**config.mk**
```make
export PLATFORM = sky130hd
export DESIGN_NAME = period_meter
export DESIGN_NICKNAME = d
export VERILOG_FILES = /design/src/rtl/period_meter.sv
export SDC_FILE = /design/constraint.sdc
export NUM_CORES = 1
export LEC_CHECK = 0
export BUFFER_PORTS_ARGS = -buffer_cell sky130_fd_sc_hd__buf_2
export CAP_MARGIN = 20
export CORE_MARGIN = 2
export CORE_UTILIZATION = 55
export DETAILED_ROUTE_END_ITERATION = 6
export PLACE_DENSITY = 0.86
export SETUP_SLACK_MARGIN = 0.2
export SKIP_CTS_REPAIR_TIMING = 1
export SYNTH_ARGS = -nofsm -noshare
export SYNTH_HDL_FRONTEND = slang
export SYNTH_SLANG_ARGS = --single-unit
```
**constraint.sdc**
```tcl
create_clock -name clk -period 4.7 [get_ports clk]
set_clock_uncertainty 0.05 [all_clocks]
set_input_delay 1.41 -clock clk [delete_from_list [all_inputs] [get_ports clk]]
set_output_delay 1.41 -clock clk [all_outputs]
set_load 0.01 [all_outputs]
```
**src/rtl/period_meter.sv**
```systemverilog
// Period meter: synchronizes pulse_in, detects rising edges and reports the
// edge-to-edge period in clk cycles, with an optional no-edge timeout (stall).
module period_meter #(
  parameter int SYNC_STAGES = 2,
  parameter int EDGE_W      = 16
) (
  input  logic              clk,
  input  logic              res,
  input  logic              pulse_in,
  input  logic [31:0]       max_cnt,
  output logic [31:0]       period,
  output logic              valid,
  output logic              stall,
  output logic [EDGE_W-1:0] edge_cnt
);

  typedef enum logic [0:0] {
    IDLE = 1'b0,
    MEAS = 1'b1
  } state_t;

  localparam logic [EDGE_W-1:0] EDGE_ONE = {{(EDGE_W-1){1'b0}}, 1'b1};

  state_t                 state_r;
  logic [SYNC_STAGES-1:0] sync_r;
  logic                   hist_r;
  logic [31:0]            cnt_r;

  logic        det_s;
  logic        cnt_sat_s;
  logic        timeout_s;
  logic [31:0] cnt_inc_s;
  logic [31:0] meas_val_s;

  // Edge detect and next-count / timeout decode from current state
  always_comb begin
    det_s      = sync_r[SYNC_STAGES-1] & ~hist_r;
    cnt_inc_s  = cnt_r + 32'd1;
    cnt_sat_s  = (cnt_r == 32'hFFFF_FFFF);
    timeout_s  = (max_cnt != 32'd0) && (cnt_inc_s == max_cnt);
    // A saturated counter reports all-ones rather than wrapping to zero.
    meas_val_s = cnt_sat_s ? 32'hFFFF_FFFF : cnt_inc_s;
  end

  // Synchronizer, measurement FSM, counter and registered outputs
  always_ff @(posedge clk) begin
    if (res) begin
      state_r  <= IDLE;
      sync_r   <= {SYNC_STAGES{1'b0}};
      hist_r   <= 1'b0;
      cnt_r    <= 32'd0;
      period   <= 32'd0;
      valid    <= 1'b0;
      stall    <= 1'b0;
      edge_cnt <= {EDGE_W{1'b0}};
    end else begin
      sync_r <= {sync_r[SYNC_STAGES-2:0], pulse_in};
      hist_r <= sync_r[SYNC_STAGES-1];
      valid  <= 1'b0;

      if (det_s) begin
        edge_cnt <= edge_cnt + EDGE_ONE;
      end else begin
        edge_cnt <= edge_cnt;
      end

      case (state_r)
        IDLE: begin
          cnt_r <= 32'd0;
          if (det_s) begin
            state_r <= MEAS;
          end else begin
            state_r <= IDLE;
          end
        end
        MEAS: begin
          // An edge landing on the timeout cycle still counts as a measurement.
          if (det_s) begin
            period  <= meas_val_s;
            valid   <= 1'b1;
            stall   <= 1'b0;
            cnt_r   <= 32'd0;
            state_r <= MEAS;
          end else if (timeout_s) begin
            stall   <= 1'b1;
            cnt_r   <= 32'd0;
            state_r <= IDLE;
          end else if (!cnt_sat_s) begin
            cnt_r   <= cnt_inc_s;
            state_r <= MEAS;
          end else begin
            cnt_r   <= cnt_r;
            state_r <= MEAS;
          end
        end
        default: begin
          state_r <= IDLE;
          cnt_r   <= 32'd0;
        end
      endcase
    end
  end

endmodule

```
After elaboration in Yosys (flattened, before gate mapping)
Cells that the tools add are included.

storage, ports and cells
  register bits = 86
  bits of input ports = 35
  output and inout port bits = 50

operators by class
  $add $sub $neg = 2
  eq/ne operators = 3
  multiplexer cells = 11
  bitwise logic cells = 3
  reduce and logical (&&, ||, !) cells = 6

operator list
  operator                                                                 count
  32-bit two-way mux                                                       4
  32-bit case mux with 2 select lines                                      1
  32-bit by 1-bit adder with 32-bit output, second input constant          1
  32-bit equality test                                                     1
  32-bit equality test, second input constant                              1
  32-bit nonzero test                                                      1
  16-bit by 1-bit adder with 16-bit output, second input constant          1
  1-bit two-way mux                                                        5
  4-bit by 3-bit inequality test with 1-bit output, second input constant  1
  2-bit AND reduction                                                      2
  1-bit NOT                                                                2
  1-bit case mux with 2 select lines                                       1
  2-bit nonzero test                                                       1
  2-bit OR reduction                                                       1
  1-bit AND                                                                1
  1-bit logical AND                                                        1

Depth between registers and ports, before layout
Gate-level depths: netlist of run 1.

  depth after elaboration = 6
  mapped depth = 12
  depth with buffers taken out = 9

Worst setup path after synthesis of run 1
No wires, ideal clock.

  kind = input -> register
  start point = input port max_cnt[6]
  end point = register cnt_r[21]
  library setup time = 0.138 ns
  data arrival time = 3.295 ns
  required time = 4.512 ns
  path slack = 1.217 ns
  stages = 9
  buffers on the path = 2
  path through = or3_1 and3_1 a2111oi_0 nand4_1 a2111oi_2 and2_4 buf_8 buf_12 nor3_2

between the ends
  cells in the longest elaborated chain, start to end = 5
  elaborated cells on any way between the ends = 7
  those cells by class = eq/ne (2); mux (3); reduce/logical (2)

RTL lines
  what                                                                line  RTL
  start, declared                                                     10    input logic [31:0] max_cnt,
  32-bit equality test / 32-bit nonzero test (equally long branches)  40    timeout_s = (max_cnt != 32'd0) && (cnt_inc_s == max_cnt);
  1-bit logical AND *                                                 40
  32-bit two-way mux                                                  84    end else if (timeout_s) begin
  32-bit two-way mux                                                  78    if (det_s) begin
  32-bit case mux with 2 select lines                                 67    case (state_r)
  end signal, assigned                                                89    cnt_r <= cnt_inc_s;
  end signal, assigned                                                92    cnt_r <= cnt_r;
  end, declared                                                       27    logic [31:0] cnt_r;

Every way passes the cells marked *; elsewhere a longest branch is shown, timed or not.
A chain may end at the register's enable or synchronous reset.

Worst setup path after layout of run 1
  start point = register cnt_r[0]
  end point = register cnt_r[31]

between the ends
  cells in the longest elaborated chain, start to end = 6
  elaborated cells on any way between the ends = 9
  those cells by class = add/sub (1); eq/ne (3); mux (4); reduce/logical (1)

RTL lines
  what                                      line  RTL
  32-bit by 1-bit adder with 32-bit output  38    cnt_inc_s = cnt_r + 32'd1;
  32-bit equality test                      40
  1-bit logical AND                         40
  32-bit two-way mux                        84
  32-bit two-way mux                        78
  32-bit case mux with 2 select lines       67

Several ways; a longest one is shown, not always the timed one. The select of a mux whose other input is x is not followed.

==> run summary, run 1 <==
Outcome = complete, no violations
CP Class = reg2reg
Endpoint type of the worst setup path = flip-flop
Die Wd = 98.4 um
Synth top area share = 0.351
Post-synth top area cell = dfxtp_1
HPWL reported at the end of detailed placement = 9.47 mm
Vias = 4465
Crit path max-delay cell type = nor4_2
Antenna violations before repair = 0
Net Sw Frac = 0.224
Synth top area cells = dfxtp_1, nor2_1, nor3_2
Row count = 34
Setup tns final = 0 ps
Crit Path Max Fanout = 32
Nets = 664
GRT met3 Usage = 0.0659
Die H = 98.4 um
Global route hottest layer = met2
RePlAce Congestion = 0.961
Max clock buf depth = 2
Slew margin rel. = 0.320
CP top delay family = simple AND/OR/NAND/NOR gates
Synthesized net count = 603
Number of flops mapped to enable cells by yosys = 0
DR WL/cell = 17.1 um
Cell Count, Final, Fillers Out = 740
WP data required = 4870 ps
Clock slew at reported path FFs = 80 ps
Async SR Flop Fraction = 0
CTS Buf Count = 9
Seq/Total Area, Yosys = 0.351
Vias in the first global route = 4281
First-pass GRT wire length = 20.9 mm
Final WL = 12.7 mm
Most common cell in the netlist = nor2_1
Largest stage delay on the critical path = 780 ps
Share of layout cells above drive strength 1 = 0.239
Grt ovf = 0
Comb power frac = 0.069
Remaining antenna violation count = 0
Gate Count Post-Synth = 566
Period Utilization, post-route = 0.843
Crit path time final = 3960 ps
CTS tree = done
Net Switching = 0.303 mW
Vias/cell = 6.03
Pwr dens = 246 mW/mm2
Core Area = 0.00868 mm2
M2 GR Usage = 0.451
Crit-path most repeated cell = nand4_1
Lkg Pwr = 2.00 nW
Distinct cells, synth = 59
Die area = 0.00968 mm2
Antenna cells = 0
Initial core utilization = 0.564
Max-cap viol count = 0
H-tree levels = 3
Pin count of the biggest net entering global routing = 63
Buffers on Ports = 84
Max Fclk = 252 MHz
RSZ-0062 raised after global routing = false
Top post-synthesis cells by count = nor2_1, dfxtp_1, xnor2_1
Drt pass-1 iters = 5
Root buffer cell = clkbuf_8
Synth Flop Type = dfxtp_1
WP buf/inv = 0
Slew @ Worst Pin = 1020 ps
Worst Path Arrival = 4130 ps
Mapped cell area = 0.00490 mm2
Share of total power in sequential cells = 0.546
Clock group share of total power = 0.385
Hold Crit Class = reg2reg
Cell Int Power = 1.05 mW
GRT met1 Usage = 0.325
GRT Overall Usage = 0.263
Final Max Tran Viols = 0
Clock Latency Late Sink = 350 ps
Hold Violations, Final = 0
Synth Warn # = 0
Synthesis-stage register bit count = 86
Final setup violation count = 0
DRC Markers = 0
Worst vdd ir = 0.201 mV
Worst-path cell chain = nand4_1 > nor4_2 > a22oi_1 > nor4_1 > nand4_1 > a2111oi_2 > and2_4 > nor3_1
Syn avg cell area = 8.65 um2
Starting DRT DRC Count = 249
Ports = 85
Placed instance count = 724
Startpoint Class = flip-flop
Sink Count = 86
Area delta synth->final = 12.1%
## sequential cells by signal (all words and copies together) (netlist names)
register  flops
edge_cnt     16
valid         1
hist_r        1
cnt_r        32
stall         1
period       32
sync_r        2
state_r       1
## cells by family (layout without fill, tap and decap cells)
group / Yosys count / after routing / share of synthesized area
multiplexers: 5 / 5 / 0.0102
AND/OR/NAND/NOR: 278 / 278 / 0.322
flip-flops: 86 / 86 / 0.351
buffers and inverters: 51 / 117 / 0.0539
adder cells (fa/ha/maj): 2 / 2 / 0.00511
XOR/XNOR: 68 / 68 / 0.133
AO/OA/AOI/OAI: 76 / 76 / 0.125
## worst reg2reg max path: stages, from the launching register on
cell and delay [ps]:
dfxtp_1 520, nand4_1 460, nor4_2 780, a22oi_1 220
nor4_1 480, nand4_1 200, a2111oi_2 410, and2_4 580
nor3_1 140
## placed cells by master, fill, tap and decap left out, types with 16 or more instances in the layout
| cell type | instances |
|---|---|
| a211oi_1 | 32 |
| buf_2 | 84 |
| dfxtp_1 | 86 |
| nand2_1 | 32 |
| nand3_1 | 18 |
| nand4_1 | 16 |
| nor2_1 | 89 |
| nor2b_1 | 17 |
| nor3_1 | 16 |
| nor3_2 | 30 |
| xnor2_1 | 34 |
| xor2_1 | 30 |
## area by class of cell
class | instances | area, um2
clock inverter | 3 | 42.5
sequential | 86 | 1720
clock buffer | 13 | 159
timing repair buffer | 92 | 480
multi-input combinational | 429 | 2920
fill | 748 | 3190
tap | 108 | 135
inverter | 9 | 33.8
## stage by stage
stage	hold WS (ps)	power (mW)	setup WS [ps]	util	cell area (um2)
3_5_place_dp	382	0.846	663	0.609	5290
4_1_cts	400	1.36	823	0.632	5490
2_1_floorplan	364	0.807	1220	-	4900
5_1_grt	411	1.40	546	0.632	5490
3_3_place_gp	384	0.844	736	0.609	5290
6_report	394	1.35	739	0.632	5490
## worst paths after layout
path | endpoint | from | depth (start not counted) | slack, ps
setup / recovery | cnt_r[31] | cnt_r[0] | 8 | 740
hold / removal | sync_r[1] | sync_r[0] | 1 | 390
setup reg to reg | cnt_r[31] | cnt_r[0] | 8 | 740
hold reg to reg | sync_r[1] | sync_r[0] | 1 | 390
## layer usage
layer	routed length, um	part of all wire
met1	5350	0.42
met2	6190	0.49
met3	820	0.065
met4	313	0.025
met5	0	0
## power by group through the flow
stage / combinational [mW] / sequential, mW / clock [mW]
after floorplan: 0.0503 / 0.757 / 0
after global placement: 0.0893 / 0.755 / 0
after detailed placement: 0.0911 / 0.755 / 0
after CTS: 0.0918 / 0.738 / 0.526
after global routing: 0.101 / 0.739 / 0.563
final: 0.0933 / 0.738 / 0.520
Note: power is estimated with default switching activity, not from simulation.
==> inputs of run 2 (changes only) <==
--- a/config.mk
+++ b/config.mk
@@ -5,12 +5,13 @@
 export SDC_FILE = /design/constraint.sdc
 export NUM_CORES = 1
 export LEC_CHECK = 0
+export ABC_AREA = 1
 export BUFFER_PORTS_ARGS = -buffer_cell sky130_fd_sc_hd__buf_2
 export CAP_MARGIN = 20
 export CORE_MARGIN = 2
 export CORE_UTILIZATION = 55
 export DETAILED_ROUTE_END_ITERATION = 6
-export PLACE_DENSITY = 0.86
+export PLACE_DENSITY = 0.85
 export SETUP_SLACK_MARGIN = 0.2
 export SKIP_CTS_REPAIR_TIMING = 1
 export SYNTH_ARGS = -nofsm -noshare
==> constraint.sdc (replaced) <==
create_clock -name clk -period 3.75 [get_ports clk]
set_clock_uncertainty 0.05 [all_clocks]
set_input_delay 1.125 -clock clk [delete_from_list [all_inputs] [get_ports clk]]
set_output_delay 1.125 -clock clk [all_outputs]
set_load 0.01 [all_outputs]
==> run 2 against run 1 <==
  * Core utilization increased by 0.96 points
  * Critical path depth increased by 8
  * Cell count increased by 40%
  * Sequential power increased by 25%
  * Count of clock-buffer cells in the layout decreased by 4
  * Non-clock buffer count decreased by 3
  * Combinational power increased by 39%
  * Critical endpoint is now cnt_r[4]
  * Largest power group unchanged
==> run summary, run 2 <==
DR WL/cell = 14.4 um
Area delta synth->final = 13.9%
Most frequent cells in the layout = nand2_1, nor2_1, inv_1
DRC Markers = 0
Multi-input gate area in the final layout = 0.00297 mm2
RePlAce Congestion = 1.03
Crit Path Max Fanout = 32
Initial core utilization = 0.563
Share of layout cells above drive strength 1 = 0.137
Startpoint Class = flip-flop
WP data required = 3930 ps
Synth top area cells = dfxtp_1, nand2_1, nor2_1
Seq/Total Area, Yosys = 0.334
Largest stage delay on the critical path = 460 ps
Row count = 35
Remaining antenna violation count = 0
Vias = 5641
Gate Count Post-Synth = 845
Nets = 958
Hold Crit Class = reg2reg
Async SR Flop Fraction = 0
Vias in the first global route = 4944
Vias/cell = 5.44
H-tree levels = 3
Syn avg cell area = 6.10 um2
Endpoint type of the worst setup path = flip-flop
CP Class = reg2reg
Pin count of the biggest net entering global routing = 36
Synth Warn # = 0
GRT Overall Usage = 0.300
Slew @ Worst Pin = 1070 ps
Max-cap viol count = 0
Period Utilization, post-route = 0.776
Clock slew at reported path FFs = 90 ps
Synth top area share = 0.334
Number of flops mapped to enable cells by yosys = 0
Fill count = 899
Distinct cells, synth = 33
Worst Path Arrival = 3090 ps
Worst-path cell chain = ha_1 > nand2_2 > nor2_8 > nand2_4 > nor2_8 > nand2_1 > nand2_1 > nand2_1 > nand2_1 > nand2_1 > nor2_1 > nand2_1 > nor2_1 > nand3_1 > inv_2 > nor2_1
Synthesized net count = 882
Reg area = 0.00172 mm2
Mapped cell area = 0.00516 mm2
Max clock buf depth = 2
Cell Count, Final, Fillers Out = 1037
First-pass GRT wire length = 24.0 mm
CTS Buf Count = 9
Ports = 85
Die area = 0.0102 mm2
Drt pass-1 iters = 7
Crit-path most repeated cell = nand2_1
Final setup violation count = 0
Root buffer cell = clkbuf_8
Post-synth top area cell = dfxtp_1
Top post-synthesis cells by count = nand2_1, nor2_1, inv_1
Grt ovf = 0
Final WL = 15.0 mm
Buffers on Ports = 84
Placed instance count = 1021
Worst vdd ir = 0.151 mV
Most common cell in the netlist = nand2_1
Die H = 101 um
Clock Latency Late Sink = 370 ps
Starting DRT DRC Count = 505
CTS tree = done
Synthesis-stage register bit count = 86
Antenna violations before repair = 0
Die Wd = 101 um
Outcome = complete, no violations
HPWL reported at the end of detailed placement = 11.2 mm
Final Max Tran Viols = 0
Crit path max-delay cell type = inv_2
Sink Count = 86
Hold Violations, Final = 0
Lkg Pwr = 2.71 nW
Slew margin rel. = 0.288
Commonest non-fill, non-tap cell in the layout = nand2_1
Pwr dens = 309 mW/mm2
Synth Flop Type = dfxtp_1
RSZ-0062 raised after global routing = false
Max Fclk = 344 MHz
Crit path time final = 2910 ps
Largest registers = cnt_r (32), period (32), edge_cnt (16)
Core Area = 0.00915 mm2
Setup tns final = 0 ps
Antenna cells = 0
-- run 2: final timing paths --
kind | depth (start not counted) | slack, ps | startpoint | to
max | 16 | 840 | cnt_r[0] | cnt_r[4]
min | 2 | 390 | sync_r[0] | sync_r[1]
max reg2reg | 16 | 840 | cnt_r[0] | cnt_r[4]
min reg2reg | 2 | 390 | sync_r[0] | sync_r[1]
-- run 2: layout make-up --
| cell class | count | share of cell area |
|---|---|---|
| Sequential cell | 86 | 0.293 |
| Clock inverter | 7 | 0.0179 |
| Inverter | 95 | 0.0607 |
| Multi-Input combinational cell | 640 | 0.506 |
| Tap cell | 111 | 0.0236 |
| Clock buffer | 9 | 0.0211 |
| Timing Repair Buffer | 89 | 0.0779 |
-- run 2: cells by family (layout without fill, tap and decap cells) --
kind of cell / count (synthesis) / after routing / share of synthesized area
and+or+nand+nor: 514 / 514 / 0.427
buffers and inverters: 119 / 200 / 0.0912
AOI/OAI and AO/OA: 116 / 116 / 0.121
DFF: 86 / 86 / 0.334
xor gates and xnor gates: 8 / 8 / 0.0216
adders and majority gates: 2 / 2 / 0.00485
-- run 2: through the flow --
| step | util | setup slack, ps | hold slack (ps) | power, mW | instance area, um2 |
|---|---|---|---|---|---|
| detailed placement | 0.617 | 804 | 363 | 1.07 | 5650 |
| global route | 0.642 | 573 | 416 | 1.87 | 5880 |
| global placement | 0.617 | 841 | 347 | 1.07 | 5650 |
| finish | 0.642 | 839 | 391 | 1.82 | 5880 |
| CTS | 0.642 | 873 | 379 | 1.82 | 5880 |
| floorplan | - | 1390 | 338 | 1.02 | 5160 |
-- run 2: per-layer routing --
layer,wire length (um),global-route usage
met5,0,0
met3,1150,0.0388
met1,6800,0.414
met4,423,0.106
met2,6570,0.483
-- run 2: worst max-delay path, delay by kind of cell, from the launching register on --
family	cells	cell delay [ps]
flops	1	420
buf+inv	1	460
simple gates	14	1610
fa+ha+maj	1	220
-- run 2: report_power, final --
group	internal, mW	total, mW	switching, mW
Sequential	0.921	0.926	0.00459
Combinational	0.0477	0.130	0.0827
Clock	0.385	0.763	0.378
==> inputs of run 3 (changes only) <==
==> constraint.sdc (replaced) <==
create_clock -name clk -period 2.74 [get_ports clk]
set_clock_uncertainty 0.05 [all_clocks]
set_input_delay 0.822 -clock clk [delete_from_list [all_inputs] [get_ports clk]]
set_output_delay 0.822 -clock clk [all_outputs]
set_load 0.01 [all_outputs]
==> run 3 against run 2 <==
  * Core utilization is 5.6 points higher
  * Sequential share of layout area fell by 1.9 points
  * First-iteration DRC count grew 21%
  * Final area up 8.8%
  * Sequential power increased by 36%
  * Wire length is 15% higher
  * Critical path type unchanged
  * Maximum frequency is 18% higher
  * Worst setup slack worse by 570 ps
  * Combinational power up 48%
  * Largest power group unchanged
==> run summary, run 3 (same netlist as run 2, synthesis figures left out) <==
Pre-CTS setup slack = 100 ps
Vias in the first global route = 5057
Largest stage delay on the critical path = 390 ps
Drt pass-1 iters = 7
DR WL/cell = 16.0 um
Initial core utilization = 0.563
Period Utilization, post-route = 0.901
Worst hold path depth = 2
Largest registers = cnt_r (32), period (32), edge_cnt (16)
CTS Buf Count = 9
Reg2reg end = cnt_r[0]
Worst vdd ir = 0.258 mV
Multi-input gate area in the final layout = 0.00315 mm2
Root buffer cell = clkbuf_8
Pwr dens = 377 mW/mm2
Starting DRT DRC Count = 611
Antenna violations before repair = 0
Final WS setup = 272 ps
WP data required = 2960 ps
Startpoint Class = flip-flop
Crit path time final = 2470 ps
Grt ovf = 0
Antenna cells = 0
H-tree levels = 3
RePlAce Congestion = 1.13
Core Area = 0.00915 mm2
Crit Path Max Fanout = 8
Die Wd = 101 um
Outcome = complete, no violations
Max clock buf depth = 2
Sink Count = 86
Buffers on Ports = 84
Critical path origin = cnt_r[1]
FF-to-FF path depth = 13
Most frequent cells in the layout = nand2_1, nor2_1, inv_1
Endpoint type of the worst setup path = flip-flop
Final setup violation count = 0
Crit path max-delay cell type = dfxtp_4
Hold Startpoint = sync_r[0]
GRT Overall Usage = 0.317
Max-cap viol count = 0
Dpl cell area = 0.00577 mm2
Max Fclk = 405 MHz
Row count = 35
Share of layout cells above drive strength 1 = 0.225
Lkg Pwr = 2.92 nW
Slew margin rel. = 0.632
RSZ-0062 raised after global routing = false
Clock slew at reported path FFs = 100 ps
Hold Crit Class = reg2reg
Die H = 101 um
First-pass GRT wire length = 25.0 mm
WHS Endpoint = sync_r[1]
CTS tree = done
Hold Violations, Final = 0
Remaining antenna violation count = 0
Pin count of the biggest net entering global routing = 33
Worst-path cell chain = nand2_1 > nor2_4 > nand2_4 > nor2_4 > nand3_1 > nand2_1 > xor2_1 > nand2_1 > nor2_1 > nand3_2 > inv_4 > clkbuf_16 > nor3_1
Crit-path most repeated cell = nand2_1
HPWL reported at the end of detailed placement = 12.5 mm
Commonest non-fill, non-tap cell in the layout = nand2_1
Reg2Reg Setup Slack = 270 ps
Clock Latency Late Sink = 380 ps
Nets = 993
Setup tns final = 0 ps
CP Class = reg2reg
Fill count = 817
Final Max Tran Viols = 0
Fin area = 0.00639 mm2
Slew @ Worst Pin = 551 ps
DRC Markers = 0
Final WL = 17.2 mm
R2R Path Start = cnt_r[1]
Area delta synth->final = 23.9%
Ports = 85
Vias/cell = 5.58
Worst Path Arrival = 2690 ps
Vias = 5981
Die area = 0.0102 mm2
Reg area = 0.00175 mm2
run 3: cell types whose count changed in the layout (fill, tap and decap cells not counted), sizes merged:
cell / before / now
clkbuf: 9 / 11
nor2: 152 / 153
buf: 89 / 121
bufinv: 2 / 1
inv: 97 / 98
run 3: power by group:
group | internal [mW] | switching, mW
registers | 1.26 | 0.00692
clock network | 0.434 | 0.519
logic | 0.0720 | 0.120
total | 1.76 | 0.645
run 3: layer usage:
layer	share of wire	wire length [um]	global-route usage	up-vias
met5	0	0	0	-
met4	0.029	498	0.0948	0
met3	0.097	1660	0.0479	51
met2	0.45	7740	0.499	304
met1	0.42	7260	0.449	2699
li1	-	-	-	2927
run 3: worst max-delay path by stage:
stage,endpoint,slack (ps),cells after the start
2_1_floorplan,cnt_r[10],550,17
4_1_cts,cnt_r[20],70,17
5_1_grt,cnt_r[22],140,15
6_report,cnt_r[0],270,13
3_5_place_dp,cnt_r[0],100,17
3_3_place_gp,cnt_r[0],130,17
run 3: worst max-delay path: cells and delay by family, from the launching register on:
family	cells	cell delay, ps
AND/OR/NAND/NOR	10	1440
buffers and inverters	2	300
XOR/XNOR	1	180
flip-flops	1	390
run 3: metrics by stage:
| stage | utilization | total power [mW] | std cells | hold WS [ps] |
|---|---|---|---|---|
| 2_1_floorplan | - | 1.39 | 845 | 338 |
| 3_3_place_gp | 0.630 | 1.48 | 1034 | 346 |
| 3_5_place_dp | 0.630 | 1.48 | 1034 | 346 |
| 4_1_cts | 0.653 | 2.41 | 1050 | 360 |
| 5_1_grt | 0.698 | 2.49 | 1072 | 400 |
| 6_report | 0.698 | 2.41 | 1072 | 359 |
run 3: final cells by class:
cell class,instances,area share
multi-input cells,641,0.493
flip-flops and latches,86,0.274
repair buffers,123,0.123
inverters,95,0.0566
well taps,111,0.0217
clock buffers,9,0.0194
clock inverters,7,0.0125
